<file path="src/rtl/infix_to_postfix_stream_if.sv">
// Token stream bundle for the infix-to-postfix converter: input token channel and
// postfix output channel, each with valid/ready flow control.
interface infix_to_postfix_stream_if #(
  parameter int WIDTH = 8
);
  logic             in_valid;
  logic [WIDTH-1:0] in_data;
  logic             in_ready;
  logic             out_valid;
  logic [WIDTH-1:0] out_data;
  logic             out_ready;

  modport master (
    output in_valid, in_data, out_ready,
    input  in_ready, out_valid, out_data
  );

  modport slave (
    input  in_valid, in_data, out_ready,
    output in_ready, out_valid, out_data
  );
endinterface

</file>
<file path="src/rtl/infix_to_postfix_stream.sv">
// Streaming shunting-yard converter: infix tokens in, postfix tokens out, one
// operator-stack pop/emit per cycle, sticky overflow and parenthesis errors.
module infix_to_postfix_stream #(
  parameter int WIDTH = 8,
  parameter int DEPTH = 16,
  parameter int PTR_W = $clog2(DEPTH) + 1
) (
  input  logic                       clk,
  input  logic                       rst,
  infix_to_postfix_stream_if.slave   bus,
  output logic                       done,
  output logic                       err_overflow,
  output logic                       err_paren,
  output logic [PTR_W-1:0]           depth
);
  localparam int AW = PTR_W - 1;

  localparam logic [WIDTH-1:0] T_ADD = WIDTH'(8'h2B);
  localparam logic [WIDTH-1:0] T_SUB = WIDTH'(8'h2D);
  localparam logic [WIDTH-1:0] T_MUL = WIDTH'(8'h2A);
  localparam logic [WIDTH-1:0] T_DIV = WIDTH'(8'h2F);
  localparam logic [WIDTH-1:0] T_LP  = WIDTH'(8'h28);
  localparam logic [WIDTH-1:0] T_RP  = WIDTH'(8'h29);
  localparam logic [WIDTH-1:0] T_EQ  = WIDTH'(8'h3D);

  typedef enum logic [2:0] {ACCEPT, POP_OP, POP_PAREN, FLUSH, EMIT_EQ} state_t;

  // Zero means "not a binary operator", so '(' never outranks an incoming operator.
  function automatic logic [1:0] prec(input logic [WIDTH-1:0] t);
    logic [1:0] p;
    p = 2'd0;
    if (t == T_ADD || t == T_SUB) p = 2'd1;
    else if (t == T_MUL || t == T_DIV) p = 2'd2;
    return p;
  endfunction

  state_t             state, state_n;
  logic [WIDTH-1:0]   stk [DEPTH];
  logic [PTR_W-1:0]   cnt;
  logic [PTR_W-1:0]   cnt_m1;
  logic [WIDTH-1:0]   top;
  logic [WIDTH-1:0]   held;
  logic               ov, oeq;
  logic [WIDTH-1:0]   od;
  logic               empty, full, out_load, take;
  logic               push, pop, emit, emit_eq, latch, set_par;
  logic [WIDTH-1:0]   push_val, emit_val;

  assign cnt_m1   = cnt - PTR_W'(1);
  assign top      = stk[cnt_m1[AW-1:0]];
  assign empty    = (cnt == '0);
  assign full     = (cnt == PTR_W'(DEPTH));
  assign out_load = !ov || bus.out_ready;

  assign bus.in_ready  = !rst && (state == ACCEPT) && out_load;
  assign bus.out_valid = ov;
  assign bus.out_data  = od;
  assign take          = bus.in_valid && bus.in_ready;
  assign done          = ov && bus.out_ready && oeq;
  assign depth         = cnt;

  always_comb begin
    state_n  = state;
    push     = 1'b0;
    pop      = 1'b0;
    emit     = 1'b0;
    emit_eq  = 1'b0;
    latch    = 1'b0;
    set_par  = 1'b0;
    push_val = bus.in_data;
    emit_val = top;
    unique case (state)
      ACCEPT: begin
        if (take) begin
          if (prec(bus.in_data) != 2'd0) begin
            if (empty || top == T_LP || prec(top) < prec(bus.in_data)) begin
              push = 1'b1;
            end else begin
              latch   = 1'b1;
              state_n = POP_OP;
            end
          end else if (bus.in_data == T_LP) begin
            push = 1'b1;
          end else if (bus.in_data == T_RP) begin
            state_n = POP_PAREN;
          end else if (bus.in_data == T_EQ) begin
            state_n = FLUSH;
          end else begin
            emit     = 1'b1;
            emit_val = bus.in_data;
          end
        end
      end
      POP_OP: begin
        if (!empty && top != T_LP && prec(top) >= prec(held)) begin
          pop  = out_load;
          emit = out_load;
        end else begin
          push     = 1'b1;
          push_val = held;
          state_n  = ACCEPT;
        end
      end
      POP_PAREN: begin
        if (empty) begin
          set_par = 1'b1;
          state_n = ACCEPT;
        end else if (top == T_LP) begin
          pop     = 1'b1;
          state_n = ACCEPT;
        end else begin
          pop  = out_load;
          emit = out_load;
        end
      end
      FLUSH: begin
        if (empty) begin
          state_n = EMIT_EQ;
        end else if (top == T_LP) begin
          // Unclosed '(' is discarded without touching the output register.
          pop     = 1'b1;
          set_par = 1'b1;
        end else begin
          pop  = out_load;
          emit = out_load;
        end
      end
      EMIT_EQ: begin
        if (out_load) begin
          emit     = 1'b1;
          emit_eq  = 1'b1;
          emit_val = T_EQ;
          state_n  = ACCEPT;
        end
      end
      default: state_n = ACCEPT;
    endcase
  end

  always_ff @(posedge clk) begin
    if (rst) begin
      state        <= ACCEPT;
      cnt          <= '0;
      held         <= '0;
      ov           <= 1'b0;
      od           <= '0;
      oeq          <= 1'b0;
      err_overflow <= 1'b0;
      err_paren    <= 1'b0;
    end else begin
      state <= state_n;
      if (latch) held <= bus.in_data;
      if (push && !full) cnt <= cnt + PTR_W'(1);
      else if (pop) cnt <= cnt_m1;
      if (emit) begin
        ov  <= 1'b1;
        od  <= emit_val;
        oeq <= emit_eq;
      end else if (ov && bus.out_ready) begin
        ov <= 1'b0;
      end
      if (push && full) err_overflow <= 1'b1;
      if (set_par) err_paren <= 1'b1;
    end
  end

  always_ff @(posedge clk) begin
    if (!rst && push && !full) stk[cnt[AW-1:0]] <= push_val;
  end
endmodule

</file>
<file path="src/flat_wrapper.sv">
// flat-port wrapper written by rule: the top's interface ports become plain ports
module infix_to_postfix_stream_flat 
#(
  parameter int WIDTH = 8,
  parameter int DEPTH = 16,
  parameter int PTR_W = $clog2(DEPTH) + 1
)
  (clk, rst, done, err_overflow, err_paren, depth, bus_in_valid, bus_in_data, bus_out_ready, bus_in_ready, bus_out_valid, bus_out_data);
  infix_to_postfix_stream_if #(.WIDTH(WIDTH)) bus_i ();
  input  logic clk;
  input  logic rst;
  output logic done;
  output logic err_overflow;
  output logic err_paren;
  output logic [PTR_W-1:0] depth;
  input wire logic [$bits(bus_i.in_valid)-1:0] bus_in_valid;
  input wire logic [$bits(bus_i.in_data)-1:0] bus_in_data;
  input wire logic [$bits(bus_i.out_ready)-1:0] bus_out_ready;
  output wire logic [$bits(bus_i.in_ready)-1:0] bus_in_ready;
  output wire logic [$bits(bus_i.out_valid)-1:0] bus_out_valid;
  output wire logic [$bits(bus_i.out_data)-1:0] bus_out_data;
  assign bus_i.in_valid = bus_in_valid;
  assign bus_i.in_data = bus_in_data;
  assign bus_i.out_ready = bus_out_ready;
  assign bus_in_ready = bus_i.in_ready;
  assign bus_out_valid = bus_i.out_valid;
  assign bus_out_data = bus_i.out_data;
  infix_to_postfix_stream #(.WIDTH(WIDTH), .DEPTH(DEPTH), .PTR_W(PTR_W)) u_core (.clk(clk), .rst(rst), .bus(bus_i), .done(done), .err_overflow(err_overflow), .err_paren(err_paren), .depth(depth));
endmodule
</file>
<file path="config.mk">
export PLATFORM = sky130hd
export DESIGN_NAME = infix_to_postfix_stream_flat
export DESIGN_NICKNAME = d
export VERILOG_FILES = /design/src/rtl/infix_to_postfix_stream_if.sv /design/src/rtl/infix_to_postfix_stream.sv /design/src/flat_wrapper.sv
export SDC_FILE = /design/constraint.sdc
export NUM_CORES = 1
export LEC_CHECK = 0
export ABC_AREA = 1
export CAP_MARGIN = 30
export CORE_UTILIZATION = 60
export DETAILED_ROUTE_END_ITERATION = 6
export GPL_ROUTABILITY_DRIVEN = 1
export MAX_ROUTING_LAYER = met4
export PLACE_DENSITY = 0.79
export SETUP_SLACK_MARGIN = 0.05
export SLEW_MARGIN = 20
export SYNTH_ARGS = -nofsm -noshare
export SYNTH_HDL_FRONTEND = slang
export SYNTH_SLANG_ARGS = --single-unit
</file>
<file path="constraint.sdc">
create_clock -name clk -period 5.8 [get_ports clk]
set_clock_uncertainty 0.15 [all_clocks]
set_input_delay 1.16 -clock clk [delete_from_list [all_inputs] [get_ports clk]]
set_output_delay 1.16 -clock clk [all_outputs]
set_load 0.03 [all_outputs]
</file>
-- Yosys cells after proc, flatten, opt, wreduce, memory -nomap -nowiden
Memories as Yosys holds them, arrays and structs flattened.
Cells that the tools add are included.
W data, S select, Z words.
- add/sub/neg operators: 2
- multiply operators: 0
- div/mod/pow operators: 0
- $lt $le $gt $ge: 2
- eq/ne operators: 30
- shifts and indexed selects: 0
- mux-type cells: 71
- bitwise operators: 0
- reductions and logical operators: 31
- operator list (operator ; number):
    $eq A8 B6 Y1 const B ; 16
    $mux W8 ; 8
    $mux W3 ; 11
    $mux W2 ; 16
    $mux W1 ; 28
    $pmux W8 S2 ; 1
    $pmux W3 S5 ; 1
    $logic_and A1 B1 Y1 ; 11
    $mux W5 ; 2
    $logic_or A1 B1 Y1 ; 9
    $ne A8 B6 Y1 const B ; 1
    $reduce_and A8 Y1 ; 1
    $eq A3 B2 Y1 const B ; 2
    $ne A2 B1 Y1 const B ; 3
    $ne A3 B3 Y1 const B ; 2
    $pmux W1 S2 ; 3
    $reduce_bool A2 Y1 ; 3
    $add A5 B1 Y5 const B ; 1
    $eq A5 B5 Y1 const B ; 1
    $logic_not A5 Y1 ; 1
    $sub A5 B1 Y5 const B ; 1
    $logic_not A1 Y1 ; 4
    $ne A4 B4 Y1 const B ; 1
    $pmux W1 S4 ; 1
    other kinds (8) ; 8
- bits in registers: 28
- latch bits: 0
- RAM bits: 128
- bits in read-only memories: 0
- input port bits: 12
- output and inout port bits: 18
- logic and storage cells: 145
- memories: 1
- memory list (name ; depth ; width ; read ports ; clocked after Yosys merged registers in ; wr ports ; line ; RTL):
    u_core.stk ; 16 ; 8 ; 1 ; 0 ; 1 ; infix_to_postfix_stream.sv:38 ; logic [WIDTH-1:0] stk [DEPTH];

-- Logic depth before layout (Yosys ltp)
Gate-level depths: netlist (run 1).
- depth after elaboration: 20
- gate-level depth with buffers: 30
- gate-level depth less buffers: 26

-- Worst setup path before layout (run 1)
OpenSTA, ideal clock, no wires.
- path type: reg2reg
- from: reg u_core.cnt[0], in the netlist u_core.depth[0]
- to: mem u_core.stk[0][4] (data pin)
- arrival time: 3914 ps
- required time: 5320 ps
- slack: 1405 ps
- stages on the path, launching flop included: 25
- path buffers: 6
- period minus slack after synthesis: 4395 ps
- path through: dfxtp_1 buf_6 inv_2 buf_6 buf_4 ha_1 buf_2 inv_1 buf_2 nand3_1 nand3_1 nand2_1 nand2_1 nand2_1 nor2_2 nand2_1 nand2_1 nand2_1 ha_1 o21ai_0 nand2_1 nand2_2 nand2_4 clkbuf_1 o21ai_0
- cells in the longest elaborated chain, start to end: 11
- elaborated cells on any way between the ends: 19
- ends and longest elaborated chain (what ; line ; RTL):
    from (decl) ; infix_to_postfix_stream.sv:39 ; logic [PTR_W-1:0] cnt;
    from (signal assigned) ; infix_to_postfix_stream.sv:153 ; if (push && !full) cnt <= cnt + PTR_W'(1);
    from (signal assigned) ; infix_to_postfix_stream.sv:154 ; else if (pop) cnt <= cnt_m1;
    $sub A5 B1 Y5 ; infix_to_postfix_stream.sv:49 ; assign cnt_m1 = cnt - PTR_W'(1);
    $mem_v2 Z16 W8 ; - ;
    $eq A8 B6 Y1 ; infix_to_postfix_stream.sv:33 ; else if (t == T_MUL || t == T_DIV) p = 2'd2;
    $logic_or A1 B1 Y1 ; infix_to_postfix_stream.sv:33 ;
    $mux W2 ; infix_to_postfix_stream.sv:33 ;
    $mux W2 ; - ;
    $mux W2 ; infix_to_postfix_stream.sv:72 ; unique case (state)
    $ge A2 B2 Y1 ; infix_to_postfix_stream.sv:95 ; if (!empty && top != T_LP && prec(top) >= prec(held)) begin
    $logic_and A1 B1 Y1 (*) ; infix_to_postfix_stream.sv:95 ;
    $mux W8 (*) ; infix_to_postfix_stream.sv:95 ;
    $mux W8 (*) ; infix_to_postfix_stream.sv:72 ;
    via u_core.push_val[4] ; infix_to_postfix_stream.sv:47 ; logic [WIDTH-1:0] push_val, emit_val;
    to (decl) ; infix_to_postfix_stream.sv:38 ;
The timed path passes the listed nets; every way through them passes the cells marked *. The select of a mux whose other input is x is not followed.

-- Worst setup path in the final report (run 1)
- from: reg u_core.cnt[0], in the netlist u_core.depth[0]
- to: mem u_core.stk[5][6], enable pin
- cells in the longest elaborated chain, start to end: 19
- elaborated cells on any way between the ends: 35
- ends and longest elaborated chain (what ; line ; RTL):
    $sub A5 B1 Y5 ; infix_to_postfix_stream.sv:49 ;
    $mem_v2 Z16 W8 ; - ;
    $eq A8 B6 Y1 ; infix_to_postfix_stream.sv:33 ;
    $logic_or A1 B1 Y1 ; infix_to_postfix_stream.sv:33 ;
    $mux W2 ; infix_to_postfix_stream.sv:33 ;
    $mux W2 ; infix_to_postfix_stream.sv:32 ; if (t == T_ADD || t == T_SUB) p = 2'd1;
    $mux W2 ; infix_to_postfix_stream.sv:75 ; if (prec(bus.in_data) != 2'd0) begin
    $mux W2 ; infix_to_postfix_stream.sv:74 ; if (take) begin
    [... 2 more ...] ; - ;
    $logic_or A1 B1 Y1 ; infix_to_postfix_stream.sv:76 ; if (empty || top == T_LP || prec(top) < prec(bus.in_data)) begin
    $mux W1 ; infix_to_postfix_stream.sv:76 ;
    $mux W1 ; infix_to_postfix_stream.sv:75 ;
    $mux W1 ; infix_to_postfix_stream.sv:74 ;
    $pmux W1 S2 ; infix_to_postfix_stream.sv:72 ;
    $logic_and A1 B1 Y1 (2 in a row) ; infix_to_postfix_stream.sv:168 ; if (!rst && push && !full) stk[cnt[AW-1:0]] <= push_val;
    $mux W1 ; infix_to_postfix_stream.sv:168 ;
    $mux W1 (not written as such) ; infix_to_postfix_stream.sv:168 ;
Several ways; a longest one is shown, not always the timed one. The select of a mux whose other input is x is not followed.

==> impl_results.md, run 1 <==
* Starting DRT DRC Count at 748
* WHS Path Cells at 2
* Cts bufs inserted at 17
* Hold Fails Final Rpt at 0
* Slew Limit Fails at 0
* Synth warnings at 0
* Startpoint Class: flop
* Clk slew on worst S/H paths at about 0.060 ns
* Fmax at between 0.15 and 0.2 GHz
* Final worst-path cycle share at 0.866
* Ranking of synthesized cells by area: edfxtp_1 52%, nand2_1 11%, dfxtp_1 7.6%
* Vias/cell at just under 6
* Relative slew slack at 0.408
* Tot GR Track Use at 0.309
* NetSw at just under 600 uW
* Core area at ~12000 um^2
* Synth cell types at 31
* IO Pins at 30
* CP Max Fanout at 67
* H-tree levels at 4
* Largest net degree at the start of global routing at between 70 and 80
* Post-Synth Simple-Gate Area at 0.253
* Share of the synthesized area in the top cell type at 0.524
* Critical hold path startpoint: u_core.oeq
* Setup Fix Bufs, Post-CTS at 0
* Final setup vio count at 0
* Leakage at between 0.003 and 0.004 uW
* Die W at 113 um
* Clock power frac at 0.424
* Vias at 5745
* Area grow syn2layout at 12.5%
* Max_cap viols at 0
* Slew @ Worst Pin at a little under 0.9 ns
* Global-route wire length before repair at about 28 mm
* Clock tree from TritonCTS: done
* Adder-cell share of the synthesized area at 0.0136
* Async SR Flop Fraction at 0
* Initial Utilization at 0.613
* Clk Latency, worst-skew pair at between 0.4 and 0.5 ns
* Yosys top cell by area: edfxtp_1
* Ant diodes at 0
* Residual DRC count at 0
* Final net count at 835
* Fraction of synthesized area in multiplexers at 0
* Fin crit period at 5.02 ns
* CTS Hold Bufs at 0
* Clock buffer depth at 2
* Clk root buf: clkbuf_16
* Run status: finished clean
* Share of layout cells above drive strength 1 at 0.0918
* Post-Synthesis Cell Area at 7340 um^2
* EDFF count, synth at 128
* Largest family of logic cells by synthesized area: simple AND/OR/NAND/NOR gates
* RR Startpoint: u_core.depth[0]
* Syn Area/Cell at 9.36 um^2
* Synth Net Count at roughly 800
* Comb power frac at 0.077
* Post-Syn Instances at 784
* # rows at 40
* RSZ-0062 raised after global routing: no
* Worst-case vdd ir drop at 215 uV
* HPWL after detailed placement at 11.9 mm
* Vias in the first global route at 5501
* Port buffer count at 29
* Synth Area in XOR/XNOR at 0.00597
* CP arrival at 4.93 ns
* Drt pass-1 iters at 6
* WL per Instance at around 18 um
* #FFs+latches synth at ~160
* GP Congestion at 1.08
* Clk sinks at between 150 and 200
* CP Capture Type: flop
* Pwr dens at ~300 nW/um^2
* Internal power at 1860 uW
* CP Launch Point: u_core.depth[0]
* Initial antenna violation count at 0
* Sequential fraction of design power at 0.499
* Die H at about 110 um
* Placed cell area at ~7700 um^2
* Sw frac at 0.239
* Hold Crit Class: flop to flop
* Post-Route WL at between 15 and 20 mm
* GR Overflow Total at 0
* Setup TNS at 0 ns
* Sequential-to-total area share from yosys stat at 0.600
* Post-route ant nets at 0
* Design Area, Final at 8260 um^2
* Die area at 12700 um^2
* R2R cell count at 24
* CP Class: flop to flop
* CP required at 5.71 ns
* PostCTS Resize Cnt at 0
* Most common flop cell mapped by yosys: edfxtp_1
* Post-synthesis compound-gate area fraction at 0.0551
## sequential cells by signal, indices dropped and copies added, names as in the netlist
signal,flops
u_core.stk,128
u_core.bus.out_data,8
u_core.held,8
u_core.depth,5
u_core.state,3
u_core.bus.out_valid,1
u_core.err_overflow,1
u_core.err_paren,1
u_core.oeq,1
## worst max-delay path, cell delays in order (launching register included)
cell,delay [ns]
dfxtp_2,0.32
inv_2,0.05
buf_4,0.54
ha_1,0.33
inv_2,0.05
nand2_2,0.08
nand2_4,0.15
inv_4,0.22
nand3_1,0.19
nand3_1,0.11
nand2_1,0.11
inv_2,0.09
nand2_1,0.07
nor2_2,0.11
nand2_1,0.09
ha_1,0.29
o21ai_0,0.16
nand2_1,0.08
nand2_2,0.11
nand2_4,0.12
nand2_4,0.15
nand2_4,0.11
nor2_8,0.15
nand2_2,0.11
nor2_1,0.68
## Yosys cell counts (9+ instances only)
| master | n |
|---|---|
| nand2_1 | 216 |
| nor3_1 | 10 |
| nor2_1 | 60 |
| o21ai_1 | 9 |
| edfxtp_1 | 128 |
| dfxtp_1 | 28 |
| buf_2 | 13 |
| nand3_1 | 109 |
| inv_1 | 73 |
| a21oi_1 | 22 |
| o21ai_0 | 33 |
## stage by stage
step	power, uW	util	instances	hold WS [ns]	setup slack [ns]
detailed placement	1430	0.644	942	0.314	0.858
global route	2510	0.690	975	0.340	0.436
CTS	2450	0.690	974	0.325	0.833
global placement	1430	0.644	942	0.306	0.914
finish	2450	0.690	975	0.318	0.780
floorplan	1370	-	784	0.283	1.41
## layout by cell type, fill, tap and decap left out, types with 3 or more instances in the layout
cell type,Yosys,final
nand4_1,7,7
dfxtp_1,28,27
nor2_1,60,60
nor3_1,10,10
inv_2,8,8
nand3_1,109,109
a31oi_1,5,5
nor2_2,8,8
o21ai_1,9,17
ha_1,8,8
nand2_4,4,4
xor2_1,3,3
clkdlybuf4s50_1,0,29
clkinv_1,0,3
inv_1,73,73
nand2_2,8,8
nand2_1,216,216
clkinvlp_4,0,4
edfxtp_1,128,128
a21oi_1,22,22
clkinv_2,0,3
o21ai_0,33,25
clkbuf_16,0,17
buf_4,8,15
## per-layer routing
metal | wire length, um | global-route usage | up-vias | share of wire
met3 | 1550 | 0.0740 | 53 | 0.087
met4 | 609 | 0.162 | 0 | 0.034
met2 | 8570 | 0.481 | 310 | 0.48
li1 | - | - | 2687 | -
met5 | 0 | - | - | 0
met1 | 7150 | 0.377 | 2695 | 0.40
## cell families after synthesis
| group | count (synthesis) |
|---|---|
| DFF | 156 |
| AOI/OAI and AO/OA | 76 |
| and+or+nand+nor | 425 |
| buffers and inverters | 114 |
| adders and majority gates | 8 |
| xor gates and xnor gates | 5 |
## power by group through the flow
stage                     combinational (uW)  clock, uW  sequential (uW)
after global routing                     205       1080             1220
after global placement                   180          0             1250
final                                    188       1040             1220
after detailed placement                 183          0             1250
after floorplan                          109          0             1260
after CTS                                185       1050             1220
## layout make-up
type                            instances  area (um^2)
Multi-Input combinational cell        514         2400
Tap cell                              147          184
Clock inverter                         15          124
Clock buffer                           17          425
Fill cell                             868         3700
Sequential cell                       156         4410
Inverter                               82          310
Timing Repair Buffer                   44          403
## worst paths after layout
check                           slack, ns               end
worst max-delay path                 0.78  u_core.stk[5][6]
worst min-delay path                 0.32        u_core.oeq
worst max register to register       0.78  u_core.stk[5][6]
worst min register to register       0.32        u_core.oeq
Power figures use the tool's default switching activity.
==> run 2, diff against run 1 <==
CORE_UTILIZATION = 33   (was 60)
PLACE_DENSITY = default   (was 0.79)
SETUP_SLACK_MARGIN = 0.4   (was 0.05)
==> run 2 against run 1 <==
Design area is 2.2% higher. Wire length grew 0.36%. Critical path depth decreased by 4. Sequential share of layout area is 1.1 points lower. Global-route usage shrank 14 points. Core utilization fell by 30 points. Total power grew 2.7%. Largest cell class unchanged. Largest power group unchanged. Highest routed layer unchanged.
==> impl_results.md, run 2 (synthesis gave the netlist of run 1 again) <==
* Layout Utilization at 0.387
* Post-Route WL at 17.9 mm
* Port buffer count at 29
* Setup TNS at 0 ns
* Setup Fix Bufs, Post-CTS at 0
* Startpoint Class: flop
* Worst path cell trace: inv_1 > ha_1 > buf_4 > o21ai_0 > o211ai_1 > nand3_1 > nand2_1 > nand2_1 > nor2_2 > nand2_1 > ha_1 > o21ai_0 > nand2_1 > nand2_2 > nand2_4 > nand2_4 > nand2_4 > nor2_8 > nand2_2 > nor2_1
* Cts bufs inserted at 17
* Final setup vio count at 0
* Vias/cell at 4.91
* Global-route wire length before repair at 27.6 mm
* Setup slack, reg-to-reg at 0.96 ns
* Ant diodes at 0
* Starting DRT DRC Count at between 400 and 500
* CP arrival at 4.75 ns
* Initial Utilization at 0.336
* IO Pins at 30
* Cells after DPL at 1074
* Post-route ant nets at 0
* Die area at 22800 um^2
* Clk Latency, worst-skew pair at 0.43 ns
* Die W at around 150 um
* Storage cell area at 4410 um^2
* Initial antenna violation count at 0
* Slew Limit Fails at 0
* RSZ-0062 raised after global routing: no
* Max FFs per register at 128
* CP Max Fanout at 35
* Fmax at approximately 0.21 GHz
* Slew @ Worst Pin at 0.895 ns
* Vias at between 5k and 6k
* HPWL after detailed placement at 11.9 mm
* CP Launch Point: u_core.depth[1]
* CTS Hold Bufs at 0
* CP bufs+invs at 2
* CP Class: flop to flop
* Drt pass-1 iters at 6
* WHS Path Cells at 2
* Post-route non-filler standard cell count at 1106
* Clock buffer depth at 2
* Hold Crit Class: flop to flop
* Filler Cell Count at 2133
* WL per Instance at 16.2 um
* Max_cap viols at 0
* Most used cell along the critical path: nand2_1
* GP Congestion at 0.887
* Worst setup margin at 0.955 ns
* Clk slew on worst S/H paths at 0.07 ns
* Crit path max-delay family: simple AND/OR/NAND/NOR gates
* Fin crit period at 4.84 ns
* Vias in the first global route at between 4k and 5k
* CP Capture Type: flop
* Critical hold path startpoint: u_core.oeq
* Clk root buf: clkbuf_16
* Residual DRC count at 0
* Hold Fails Final Rpt at 0
* Clock tree from TritonCTS: done
* Run status: finished clean
* R2R cell count at 20
* Highest-count cells in the layout ignoring fill and taps: 216 x nand2_1, 128 x edfxtp_1, 109 x nand3_1, 73 x inv_1, 60 x nor2_1
* Relative slew slack at 0.401
* Final worst-path cycle share at 0.835
* Area occupied by multi-input gates at 2400 um^2
* Tot GR Track Use at 0.169
* # rows at 54
* Pre-CTS setup slack at 0.888 ns
* Worst-case vdd ir drop at around 180 uV
* Largest net degree at the start of global routing at just over 70
* Most common cell after layout, fill and taps aside: nand2_1
* Worst Hold End: u_core.oeq
* RR Startpoint: u_core.depth[1]
* PostCTS Resize Cnt at 0
* Die H at 151 um
* Max incr delay on CP at 0.69 ns
* Crit path depth at 20
* Final net count at 833
* Leakage at 0.00325 uW
* H-tree levels at 4
* Area grow syn2layout at 15.0%
* GR Overflow Total at 0
* Core area at 21800 um^2
* Clk sinks at 156
* Pwr dens at 298 nW/um^2
* CP required at 5.71 ns
* Reg2reg end: u_core.stk[9][1]
* Share of layout cells above drive strength 1 at 0.0920
* CP max stage cell: nor2_1
[run 2: cell count changes in the layout (fill, tap and decap cells not counted)]
cell,previous run,this run
clkinv_4,1,0
inv_6,2,7
clkinvlp_4,4,1
clkinv_1,3,1
buf_4,15,13
clkinv_2,3,1
inv_8,1,4
[run 2: cell type report]
class                      instances  share of cell area
clock buffer                      17              0.0504
clock inverter                    15              0.0181
inverter                          82              0.0368
multi-input combinational        514               0.285
sequential                       156               0.522
tap                              280              0.0415
timing repair buffer              42              0.0460
[run 2: power by group]
group | internal [uW] | leakage (uW) | total, uW | switching [uW]
Sequential | 1220 | 0.00138 | 1220 | 4.74
Clock | 609 | 0.000285 | 1100 | 494
Combinational | 56.8 | 0.00159 | 188 | 131
Total | 1880 | 0.00325 | 2510 | 630
[run 2: metrics by stage]
stage          hold slack (ns)  cell area, um^2  total power [uW]
2_1_floorplan            0.283             7340              1370
3_3_place_gp             0.305             7860              1430
3_5_place_dp             0.309             7860              1430
4_1_cts                  0.318             8440              2520
5_1_grt                  0.336             8440              2580
6_report                 0.318             8440              2510
[run 2: layer usage]
| metal | GRT usage | vias up | part of all wire |
|---|---|---|---|
| li1 | - | 2685 | - |
| met1 | 0.238 | 2566 | 0.48 |
| met2 | 0.247 | 160 | 0.46 |
| met3 | 0.0319 | 21 | 0.055 |
| met4 | 0.0465 | 0 | 0.011 |
| met5 | - | - | 0 |
[run 2: worst max path at each step]
stage and to:
3_3_place_gp u_core.stk[4][4], 3_5_place_dp u_core.stk[5][3], 2_1_floorplan u_core.stk[0][4], 4_1_cts u_core.stk[12][1], 5_1_grt u_core.stk[5][6], 6_report u_core.stk[9][1]
[run 2: tightest hold or removal path, delay by kind of cell (launching register included)]
kind            cells  cell delay [ns]
flops               1             0.31
simple gates        1             0.06
compound gates      1             0.05
==> run 3, diff against run 2 <==
clock period = 4.42 ns   (was 5.8 ns; I/O delays follow)
==> run 3 against run 2 <==
Design area up 5.0%. Non-clock buffer count is 15 higher. Core utilization grew 1.9 points. Maximum frequency is 25% higher. Die area unchanged. Via count rose by 3.0%. Cell count increased by 1.4%. Critical path depth up 2.
==> impl_results.md, run 3 (synthesis gave the netlist of run 1 again) <==
* Clock buffer depth at 2
* IO Pins at 30
* Die area at 22800 um^2
* Vias/cell at around 5
* Vias in the first global route at 5317
* Fin crit period at ~3.9 ns
* Reg2reg end: u_core.stk[5][7]
* HPWL after detailed placement at between 10 and 15 mm
* Area grow syn2layout at 20.7%
* Pwr dens at ~360 nW/um^2
* CP max stage cell: dfxtp_2
* Most common cell after layout, fill and taps aside: nand2_1
* WL per Instance at 17.5 um
* Die H at 151 um
* Highest-count cells in the layout ignoring fill and taps: 211 x nand2_1, 128 x edfxtp_1, 100 x nand3_1, 71 x inv_1, 43 x nor2_1
* Largest net degree at the start of global routing at 72
* Setup TNS at 0 ns
* Initial Utilization at 0.336
* Max_cap viols at 0
* Fmax at 0.258 GHz
* # rows at 54
* H-tree levels at 4
* Vias at 5593
* Most used cell along the critical path: nand2_1
* CP Max Fanout at 23
* Critical hold path startpoint: u_core.oeq
* Worst Hold End: u_core.oeq
* Drt pass-1 iters at 6
* GR Overflow Total at 0
* Clk sinks at 156
* Share of layout cells above drive strength 1 at 0.149
* Worst-case vdd ir drop at 204 uV
* CP required at 4.37 ns
* Max incr delay on CP at 0.38 ns
* Ant diodes at 0
* Clk Latency, worst-skew pair at between 0.4 and 0.5 ns
* Core area at 21800 um^2
* Relative slew slack at 0.583
* R2R cell count at 22
* Initial antenna violation count at 2
* Final net count at 848
* Starting DRT DRC Count at 535
* CP Class: flop to flop
* Crit path max-delay family: simple AND/OR/NAND/NOR gates
* Tot GR Track Use at 0.182
* Global-route wire length before repair at 29.8 mm
* CP arrival at 3.82 ns
* Hold Crit Class: flop to flop
* Layout Utilization at 0.406
* Clk root buf: clkbuf_16
* Post-route ant nets at 0
* Clock tree from TritonCTS: done
* Die W at 151 um
* Max FFs per register at around 130
* Worst path cell trace: inv_4 > ha_4 > inv_2 > buf_12 > nand3_1 > nand3_1 > nand3_1 > nand2_1 > nor2_1 > nand2_1 > nand2_1 > nand2_1 > ha_1 > o21ai_1 > nand2_1 > nand2_2 > nand2_4 > nand2_4 > nand2_4 > nor2_8 > nand2_4 > nor2_4
* WHS Path Cells at 2
* CP Capture Type: flop
* RSZ-0062 raised after global routing: yes
* Leakage at 0.00339 uW
* Startpoint Class: flop
* Setup slack, reg-to-reg at between 0.5 and 0.6 ns
* CTS Hold Bufs at 0
* Cts bufs inserted at 17
* Hold Fails Final Rpt at 0
* Run status: finished clean
* Slew Limit Fails at 0
* Final worst-path cycle share at 0.876
* Clk slew on worst S/H paths at roughly 0.070 ns
* CP bufs+invs at 3
* Port buffer count at 29
* Final setup vio count at 0
* Slew @ Worst Pin at a little over 0.6 ns
* Post-Route WL at 19.6 mm
* CP Launch Point: u_core.depth[0]
* Residual DRC count at 0
* GP Congestion at between 0.9 and 1
* RR Startpoint: u_core.depth[0]
## run 3: cell types whose count changed in the layout (fill, tap and decap cells not counted), sizes merged
cell	change
buf	+14
clkinv	+2
clkbuf	+3
inv	-10
clkinvlp	+7
bufinv	-1
## run 3: worst register-to-register path: stages (launching register included)
cell and delay (ns):
dfxtp_2 0.38, inv_4 0.08, ha_4 0.31, inv_2 0.06
buf_12 0.16, nand3_1 0.11, nand3_1 0.15, nand3_1 0.17
nand2_1 0.09, nor2_1 0.14, nand2_1 0.07, nand2_1 0.06
nand2_1 0.07, ha_1 0.29, o21ai_1 0.14, nand2_1 0.08
nand2_2 0.10, nand2_4 0.06, nand2_4 0.13, nand2_4 0.11
nor2_8 0.22, nand2_4 0.14, nor2_4 0.29
## run 3: routing by layer
metal,up-vias,part of all wire,GRT usage
met5,-,0,-
li1,2715,-,-
met2,160,0.47,0.273
met4,0,0.012,0.0475
met3,23,0.054,0.0383
met1,2695,0.47,0.250
## run 3: where the power goes
part / leakage [uW] / internal, uW / total (uW) / switching [uW]
clock network: 0.000232 / 717 / 1330 / 608
registers: 0.00138 / 1600 / 1600 / 5.33
logic: 0.00178 / 87.0 / 277 / 190
## run 3: worst max-delay path by stage
stage | slack, ns | to | depth (start not counted)
after floorplan | 0.32 | u_core.stk[11][0] | 27
after global placement | 0.37 | u_core.stk[6][6] | 23
after detailed placement | 0.34 | u_core.stk[7][6] | 21
after CTS | 0.32 | u_core.stk[6][1] | 20
after global routing | 0.33 | u_core.stk[5][6] | 22
final | 0.55 | u_core.stk[5][7] | 22
## run 3: metrics by stage
step	instances	setup slack, ns	hold WS (ns)	power, uW	cell area [um^2]
5_1_grt	1121	0.333	0.351	3300	8860
3_5_place_dp	1081	0.344	0.314	1890	8000
4_1_cts	1113	0.324	0.323	3200	8560
2_1_floorplan	784	0.325	0.288	1790	7390
3_3_place_gp	1081	0.373	0.311	1890	8000
6_report	1121	0.547	0.323	3210	8860
## run 3: timing repair
item,4_1_cts,5_1_grt
setup buffers,0,7
gates resized for setup,5,44
setup endpoints to repair,88,128
pin swaps,0,10
gates cloned,0,1
## run 3: final cells by class
| class | instances | area (um^2) |
|---|---|---|
| Timing Repair Buffer | 57 | 613 |
| Tap cell | 280 | 350 |
| Fill cell | 2108 | 13000 |
| Clock buffer | 19 | 433 |
| Inverter | 82 | 323 |
| Sequential cell | 156 | 4410 |
| Multi-Input combinational cell | 514 | 2640 |
| Clock inverter | 13 | 95.1 |
==> variant: new RTL, flow settings as in run 3 <==
The 5 states of `state_t` get a Gray code encoding in 3 bits.
--- a/src/rtl/infix_to_postfix_stream.sv
+++ b/src/rtl/infix_to_postfix_stream.sv
@@ -23,7 +23,7 @@
   localparam logic [WIDTH-1:0] T_RP  = WIDTH'(8'h29);
   localparam logic [WIDTH-1:0] T_EQ  = WIDTH'(8'h3D);
 
-  typedef enum logic [2:0] {ACCEPT, POP_OP, POP_PAREN, FLUSH, EMIT_EQ} state_t;
+  typedef enum logic [2:0] {ACCEPT = 3'b000, POP_OP = 3'b001, POP_PAREN = 3'b011, FLUSH = 3'b010, EMIT_EQ = 3'b110} state_t;
 
   // Zero means "not a binary operator", so '(' never outranks an incoming operator.
   function automatic logic [1:0] prec(input logic [WIDTH-1:0] t);
Behaviour: same outputs for any inputs over 4 cycles, from zero or initial values and one cycle with rst high; so few cycles prove little.
==> variant against run 3 <==
Synthesized area is 0.14% higher. Via count is 0.25% lower. Routed wire length is 2.6% lower. Sequential cell count stayed put. Cell area is 2.6% higher. Setup slack worse by 0.028 ns. Fmax is 0.72% lower. Total power is 0.98% higher. Non-clock buffer count is 2 higher. Critical endpoint is now u_core.stk[14][0]. Largest power group unchanged.
==> variant: results (changes against run 3) <==
synthArstFlopShare_pct: 0  # unchanged
io_buffer_count: 29  # unchanged
place_congestion: 0.892  # -7.0%
wl_met3_microns: 1030  # -2.3%
track_usage_pct: 17.5  # -0.70 points
wl_per_cell_microns: 17.3  # -1.2%
status: "complete, no violations"
drive_gt1_share_pct: 17.5  # +2.6 points
synth.distinct_cells: 39  # +26%
ys_seq_area_share_pct: 59.9  # -0.082 points
hold_class: "flip-flop to flip-flop"
fin_cells: 1105  # -1.4%
grt_pass1_vias: 5111  # -3.9%
dp.final_hpwl_microns: 12400  # -2.7%
num_vias: 5579  # -0.25%
dr.first_iter.drc_count: 572  # +6.9%
vdd_drop_max_uv: 209  # +2.4%
arrival_ns: 3.86  # +0.04 ns
drt-met1-wl_microns: 8430  # -8.0%
grt_first_pass_wirelength_microns: 28600  # -4.1%
critPathMaxFanout: 11  # -52%
grt_util_met1_pct: 22.4  # -2.6 points
leakage_nw: 3.35  # -1.3%
cts_root_buf: "clkbuf_16"
grt_use_met3_pct: 3.04  # -0.78 points
ys_top_cells_by_area: "edfxtp_1 (52%), nand2_1 (9.9%), nand3_1 (7.9%)"
final_nets: 832  # -1.9%
syn_avg_cell_area_sq_um: 9.59  # +2.5%
grt_antenna_before_repair: 0  # -2
met2WireLength_microns: 9270  # +0.90%
synthesis.nets: 786  # -2.2%
dr.pass1.iters: 5  # -1
cp_slowest_cell: "dfxtp_4"
maxSlewHeadroom_pct: 45.0  # -13 points
grt_start_max_net_pins: 74  # +2.8%
min_from: "u_core.oeq"
met2_usage_pct: 27.2  # -0.12 points
synthTopCellsByCount: "nand2_1 (193), edfxtp_1 (128), nand3_1 (116)"
topRoutingLayerUsed: "met4"
-- variant: report_power, final --
group          internal (mW)  switching, mW  total (mW)
registers               1.59        0.00366        1.60
clock network          0.854          0.635        1.49
logic                 0.0487          0.102       0.151
-- variant: worst paths after layout --
path | to | slack, ns | cells past startpoint
setup / recovery | u_core.stk[14][0] | 0.52 | 20
setup reg to reg | u_core.stk[14][0] | 0.52 | 20
hold / removal | u_core.oeq | 0.32 | 2
hold reg to reg | u_core.oeq | 0.32 | 2
-- variant: timing repair --
| action | CTS | global route |
|---|---|---|
| setup buffers | 4 | 6 |
| cloned | 0 | 3 |
| endpoints found under the setup margin | 168 | 192 |
| hold buffers | 0 | 0 |
| pin swaps | 1 | 18 |
| resized for setup | 16 | 52 |
-- variant: kinds of logic after synthesis --
logic type	Yosys count	share of synthesized area [%]
DFF	156	59.9
buffers and inverters	96	6.52
adders and majority gates	8	1.36
AOI/OAI and AO/OA	72	5.52
and+or+nand+nor	429	26.1
xor gates and xnor gates	5	0.596
-- variant: area by class of cell --
| type | count | area, sq um |
|---|---|---|
| clock buffer | 17 | 425 |
| clock inverter | 15 | 178 |
| fill | 2056 | 12700 |
| inverter | 64 | 260 |
| multi-input combinational | 514 | 2780 |
| sequential | 156 | 4410 |
| tap | 280 | 350 |
| timing repair buffer | 59 | 691 |
-- variant: worst max-delay path, delay by kind of cell (launching register included) --
kind / cells / cell delay [ns]
simple gates: 15 / 2.02
fa+ha+maj: 2 / 0.66
flops: 1 / 0.38
buf+inv: 2 / 0.21
compound gates: 1 / 0.12
-- variant: stage by stage --
step                      setup slack (ns)  area, sq um
after floorplan                      0.441         7410
after global placement               0.226         7980
after detailed placement             0.242         7980
after CTS                            0.270         8740
after global routing                 0.367         9090
final                                0.519         9090
